===== config.mk =====
export PLATFORM = sky130hd
export DESIGN_NAME = adc_avg_decimator
export DESIGN_NICKNAME = d
export VERILOG_FILES = /design/src/rtl/adc_avg_decimator.sv
export SDC_FILE = /design/constraint.sdc
export NUM_CORES = 2
export LEC_CHECK = 0
export BUFFER_PORTS_ARGS = -buffer_cell sky130_fd_sc_hd__buf_2
export CAP_MARGIN = 20
export CORE_UTILIZATION = 35
export DETAILED_ROUTE_END_ITERATION = 7
export RECOVER_POWER = 100
export SYNTH_ARGS = -nofsm -noshare
export SYNTH_HDL_FRONTEND = slang
export SYNTH_SLANG_ARGS = --single-unit

===== constraint.sdc =====
create_clock -name clk -period 10 [get_ports clk]
set_input_delay 2 -clock clk [delete_from_list [all_inputs] [get_ports clk]]
set_output_delay 2 -clock clk [all_outputs]
set_load 0.03 [all_outputs]

===== src/rtl/adc_avg_decimator.sv =====
// Boxcar averager/decimator for the sixteen LTC2335-16 channels.
// One shared adder walks the captured snapshot, one channel per clk, after each accepted strobe.
module adc_avg_decimator #(
  parameter int LOG2_AVG = 4,
  parameter int N_CH     = 16
) (
  input  logic        clk,
  input  logic        rst,
  input  logic        sample_stb,
  input  logic [15:0] s0,
  input  logic [15:0] s1,
  input  logic [15:0] s2,
  input  logic [15:0] s3,
  input  logic [15:0] s4,
  input  logic [15:0] s5,
  input  logic [15:0] s6,
  input  logic [15:0] s7,
  input  logic [15:0] s8,
  input  logic [15:0] s9,
  input  logic [15:0] s10,
  input  logic [15:0] s11,
  input  logic [15:0] s12,
  input  logic [15:0] s13,
  input  logic [15:0] s14,
  input  logic [15:0] s15,
  output logic [15:0] avg0,
  output logic [15:0] avg1,
  output logic [15:0] avg2,
  output logic [15:0] avg3,
  output logic [15:0] avg4,
  output logic [15:0] avg5,
  output logic [15:0] avg6,
  output logic [15:0] avg7,
  output logic [15:0] avg8,
  output logic [15:0] avg9,
  output logic [15:0] avg10,
  output logic [15:0] avg11,
  output logic [15:0] avg12,
  output logic [15:0] avg13,
  output logic [15:0] avg14,
  output logic [15:0] avg15,
  output logic        avg_valid,
  output logic        busy,
  output logic        overrun
);
  localparam int AW  = 16 + LOG2_AVG;
  localparam int CHW = $clog2(N_CH);
  localparam int CW  = 9;
  localparam logic [CW-1:0]  CNT_LAST = CW'((1 << LOG2_AVG) - 1);
  localparam logic [CHW-1:0] CH_LAST  = CHW'(N_CH - 1);

  typedef enum logic {IDLE, ACCUM} state_t;

  logic [15:0]          s_in   [N_CH];
  logic [15:0]          snap_q [N_CH];
  logic [15:0]          snap_d [N_CH];
  logic signed [AW-1:0] acc_q  [N_CH];
  logic signed [AW-1:0] acc_d  [N_CH];
  logic [15:0]          avg_q  [N_CH];
  logic [15:0]          avg_d  [N_CH];
  logic [CW-1:0]        cnt_q, cnt_d;
  logic [CHW-1:0]       ch_q, ch_d;
  state_t               state_q, state_d;
  logic                 busy_q, busy_d;
  logic                 overrun_q, overrun_d;
  logic                 avg_valid_q, avg_valid_d;
  logic                 done_q, done_d;
  logic signed [AW-1:0] sum;
  logic                 final_pass;

  assign s_in = '{s0, s1, s2, s3, s4, s5, s6, s7, s8, s9, s10, s11, s12, s13, s14, s15};

  assign sum        = acc_q[ch_q] + AW'($signed(snap_q[ch_q]));
  assign final_pass = (cnt_q == CNT_LAST);

  always_comb begin
    snap_d      = snap_q;
    acc_d       = acc_q;
    avg_d       = avg_q;
    cnt_d       = cnt_q;
    ch_d        = ch_q;
    state_d     = state_q;
    busy_d      = busy_q;
    overrun_d   = overrun_q;
    done_d      = 1'b0;
    // avg_valid trails the last channel write by one cycle so every avg is settled
    avg_valid_d = done_q;
    case (state_q)
      IDLE: begin
        if (sample_stb) begin
          snap_d  = s_in;
          ch_d    = '0;
          state_d = ACCUM;
          busy_d  = 1'b1;
        end
      end
      ACCUM: begin
        if (sample_stb) overrun_d = 1'b1;
        if (final_pass) begin
          avg_d[ch_q] = 16'(sum >>> LOG2_AVG);
          acc_d[ch_q] = '0;
        end else begin
          acc_d[ch_q] = sum;
        end
        ch_d = ch_q + CHW'(1);
        if (ch_q == CH_LAST) begin
          ch_d    = '0;
          state_d = IDLE;
          busy_d  = 1'b0;
          done_d  = final_pass;
          cnt_d   = final_pass ? '0 : cnt_q + CW'(1);
        end
      end
      default: state_d = IDLE;
    endcase
  end

  always_ff @(posedge clk) begin
    if (rst) begin
      state_q     <= IDLE;
      snap_q      <= '{default: '0};
      acc_q       <= '{default: '0};
      avg_q       <= '{default: '0};
      cnt_q       <= '0;
      ch_q        <= '0;
      busy_q      <= 1'b0;
      overrun_q   <= 1'b0;
      avg_valid_q <= 1'b0;
      done_q      <= 1'b0;
    end else begin
      state_q     <= state_d;
      snap_q      <= snap_d;
      acc_q       <= acc_d;
      avg_q       <= avg_d;
      cnt_q       <= cnt_d;
      ch_q        <= ch_d;
      busy_q      <= busy_d;
      overrun_q   <= overrun_d;
      avg_valid_q <= avg_valid_d;
      done_q      <= done_d;
    end
  end

  assign avg0  = avg_q[0];
  assign avg1  = avg_q[1];
  assign avg2  = avg_q[2];
  assign avg3  = avg_q[3];
  assign avg4  = avg_q[4];
  assign avg5  = avg_q[5];
  assign avg6  = avg_q[6];
  assign avg7  = avg_q[7];
  assign avg8  = avg_q[8];
  assign avg9  = avg_q[9];
  assign avg10 = avg_q[10];
  assign avg11 = avg_q[11];
  assign avg12 = avg_q[12];
  assign avg13 = avg_q[13];
  assign avg14 = avg_q[14];
  assign avg15 = avg_q[15];

  assign avg_valid = avg_valid_q;
  assign busy      = busy_q;
  assign overrun   = overrun_q;
endmodule


==> flow_metrics.tcl <==
set metrics [dict create \
    outcome "finished, violations left" \
    violations "capacitance limit, slew limit" \
    synth.top_cell.area_share_pct 48.9 \
    cts.sinks 850 \
    dr_total_vias 30335 \
    cp_slowest_cell "dfxtp_1" \
    avgSynthCellArea_sq_um 8.67 \
    wl_per_cell_microns 21.1 \
    via_per_inst 5.32 \
    tns_ns 0 \
    io_buffers 517 \
    clk_latency_ns 0.67 \
    reg2reg_depth 12 \
    grt_pass1_vias 27901 \
    cp-start-kind "flip-flop" \
    critPathMaxFanout 103 \
    synthArstFlopShare_pct 0 \
    rsz0062_at_grt "no" \
    cts_hold_buf 0 \
    cts_buffers 95 \
    yosysTopAreaCell "dfxtp_1" \
    hold_class "reg -> reg" \
    critPathLaunch "ch_q[1]" \
    synth_edf_count 0 \
    std_cell_rows 115 \
    ys.warnings.count 0 \
    skew_ns 0.0250 \
    cp_slowest_stage_delay_ns 2.05 \
    drt_first_pass_iters 6 \
    fin_nets 4618 \
    drive_gt1_share_pct 15.5 \
    fin_crit_sh_pct 79.8 \
    crit_type "reg -> reg" \
    clock.fmax_mhz 125 \
    path_clk_slew_ns 0.06 \
    min_period_ns 7.98 \
    synth.area.top_cells "dfxtp_1, nand2_1, mux4_2, a21oi_1, clkbuf_1" \
    synth-xor-area-share_pct 0.572 \
    ys_seq_area_share_pct 48.9 \
    overflow 0 \
    ctsResizeCount 0 \
    dpl.hpwl_microns 76600 \
    die_h_microns 317 \
    arrival_ns 8.56 \
    r2r_start "ch_q[1]" \
    routed_wl_microns 120000 \
    drv_cap 14 \
    layout_commonest_cell "nand2_1" \
    crit_top_cell "mux4_2" \
    synth_top_family_by_area "simple AND/OR/NAND/NOR gates" \
    endpoint "acc_q[50]" \
    reg2reg_to "acc_q[50]" \
    p_per_area_nw_per_um2 188 \
    syn_area_sq_um 34800 \
    gp_congestion 0.836 \
    p_leak_nw 14.2 \
    fill_cells 10019 \
    synth-main-ff-cell "dfxtp_1" \
    hold_viol 0 \
    yosysUniqueCellTypes 64 \
    coreArea_sq_um 98400 \
    tritoncts "yes" \
    ir_drop_v 0.000132 \
    layout_common_cells "nand2_1, dfxtp_1, a21oi_1" \
    antenna_found_initial 11 \
    drc 0 \
    slew_violations 854 \
    cp_cell_sequence "buf_12, mux4_2, mux4_2, ha_1, fa_1, a21o_1, a221oi_1, o311ai_0, xor2_2, clkbuf_1, nand2_1, o21ai_0" \
    synth_compound_area_share_pct 14.3 \
    synthCells 4012 \
    grt_max_degree 213 \
    crit_required_ns 10.58 \
    start_util_pct 35.3 \
    reg2reg_slack_ns 2.02 \
    ys_ff_latch 850 \
    pin_count 518 \
    ant_nets 0 \
    yosys.area_share.simple_pct 19.6 \
    drt_iter0_drc 2844 \
    tightest_slew_ns 4.30 \
    final-setup-viol-count 0 \
    area_delta_synth_final_pct 18.4 \
    grt_pass1_wl_microns 175000 \
    die_x_microns 317 \
    synth_fa_ha_area_share_pct 0.921 \
    cts_buffer_depth 3 \
    grt_use_total_pct 22.9 \
    htree_levels 3 \
    synth_mux_area_share_pct 11.6 \
    cts_root_buf "clkbuf_16" \
    critPathCaptureType "flip-flop" \
    cts_setup_buffers 0 \
    syn_nets 4296 \
    slew_headroom_pct -187 \
    final_core_util_pct 41.8 \
    die_area_sq_um 101000 \
]
==> critical path, delay by kind of cell (launching register included) <==
family,cells,cell delay (ns)
AND/OR/NAND/NOR,1,0.47
buffers and inverters,2,1.62
adder cells (fa/ha/maj),2,0.71
multiplexers,2,0.91
flip-flops,1,2.05
XOR/XNOR,1,0.19
AO/OA/AOI/OAI,4,1.87
==> per-layer routing <==
layer	vias up	part of all wire, %	GRT usage, %
met5	-	0.069	0
met4	14	2.8	6.79
met3	195	8.3	5.31
met2	1168	46	37.2
met1	14498	43	30.2
li1	14460	-	-
==> synthesized netlist by cell type (3+ instances only) <==
cell type	n
xor2_1	9
or4_1	17
a21boi_0	3
o31ai_1	18
clkbuf_1	308
inv_1	7
nand3_1	190
nor2_1	237
nor4b_2	7
a21o_1	8
mux4_2	178
a22oi_1	7
nand2b_1	3
o21ai_0	88
a311o_1	14
a22o_1	11
nor4b_1	6
or3_1	18
or2_2	4
nor2b_1	6
buf_1	34
o21ai_1	67
buf_2	17
a221oi_1	3
ha_1	24
and2_1	10
o311ai_1	16
xnor2_1	10
nor3_1	10
nor4_1	14
nand2_1	1096
dfxtp_1	850
nand4_1	16
a21oi_1	667
and3_1	6
==> report_power, final <==
group / internal (mW) / switching (mW)
clock: 2.23 / 1.46
combinational: 0.183 / 0.385
sequential: 3.45 / 0.0450
==> worst min-delay path by stage <==
stage	end	cells after the start	from
after detailed placement	avg15[2]	2	avg15[2]
after global routing	avg_valid	1	avg_valid_d
final	avg_valid	1	avg_valid_d
after global placement	avg_valid	1	avg_valid_d
after CTS	avg15[2]	2	avg15[2]
after floorplan	avg_valid	1	avg_valid_d
==> metrics by stage <==
stage	worst slack (ns)	area (sq um)	power (mW)	instances	hold WS (ns)
floorplan	5.11	34800	3.89	4012	0.414
global placement	3.52	38300	4.14	5519	0.428
detailed placement	3.45	38300	4.14	5520	0.436
CTS	3.41	41600	7.82	5691	0.450
global route	1.60	41200	7.99	5696	0.458
finish	2.02	41200	7.75	5699	0.447
==> flip-flops by register name, summed over array words and instances (netlist names), 4 cells and up <==
name,flops
snap_q,256
avg15,16
avg6,16
avg10,16
ch_q,4
avg2,16
cnt_q,9
avg8,16
avg11,16
avg1,16
avg14,16
avg4,16
avg12,16
avg3,16
avg5,16
avg13,16
avg0,16
avg7,16
acc_q,320
avg9,16
==> cells by family (layout without fill, tap and decap cells) <==
logic type | after synthesis | in the layout
AO/OA/AOI/OAI | 920 | 920
XOR/XNOR | 21 | 21
adder cells (fa/ha/maj) | 25 | 25
buffers and inverters | 370 | 766
flip-flops | 850 | 850
multiplexers | 180 | 180
other | 0 | 4
AND/OR/NAND/NOR | 1646 | 1646
==> cell type report <==
class / count / area, sq um / share of cell area (%)
Antenna cell: 4 / 10.0 / 0.0243
Clock buffer: 132 / 2750 / 6.67
Clock inverter: 39 / 543 / 1.32
Inverter: 9 / 38.8 / 0.0942
Multi-Input combinational cell: 2792 / 16400 / 39.9
Sequential cell: 850 / 17000 / 41.3
Tap cell: 1287 / 1610 / 3.91
Timing Repair Buffer: 586 / 2780 / 6.76
Power figures use the tool's default switching activity.
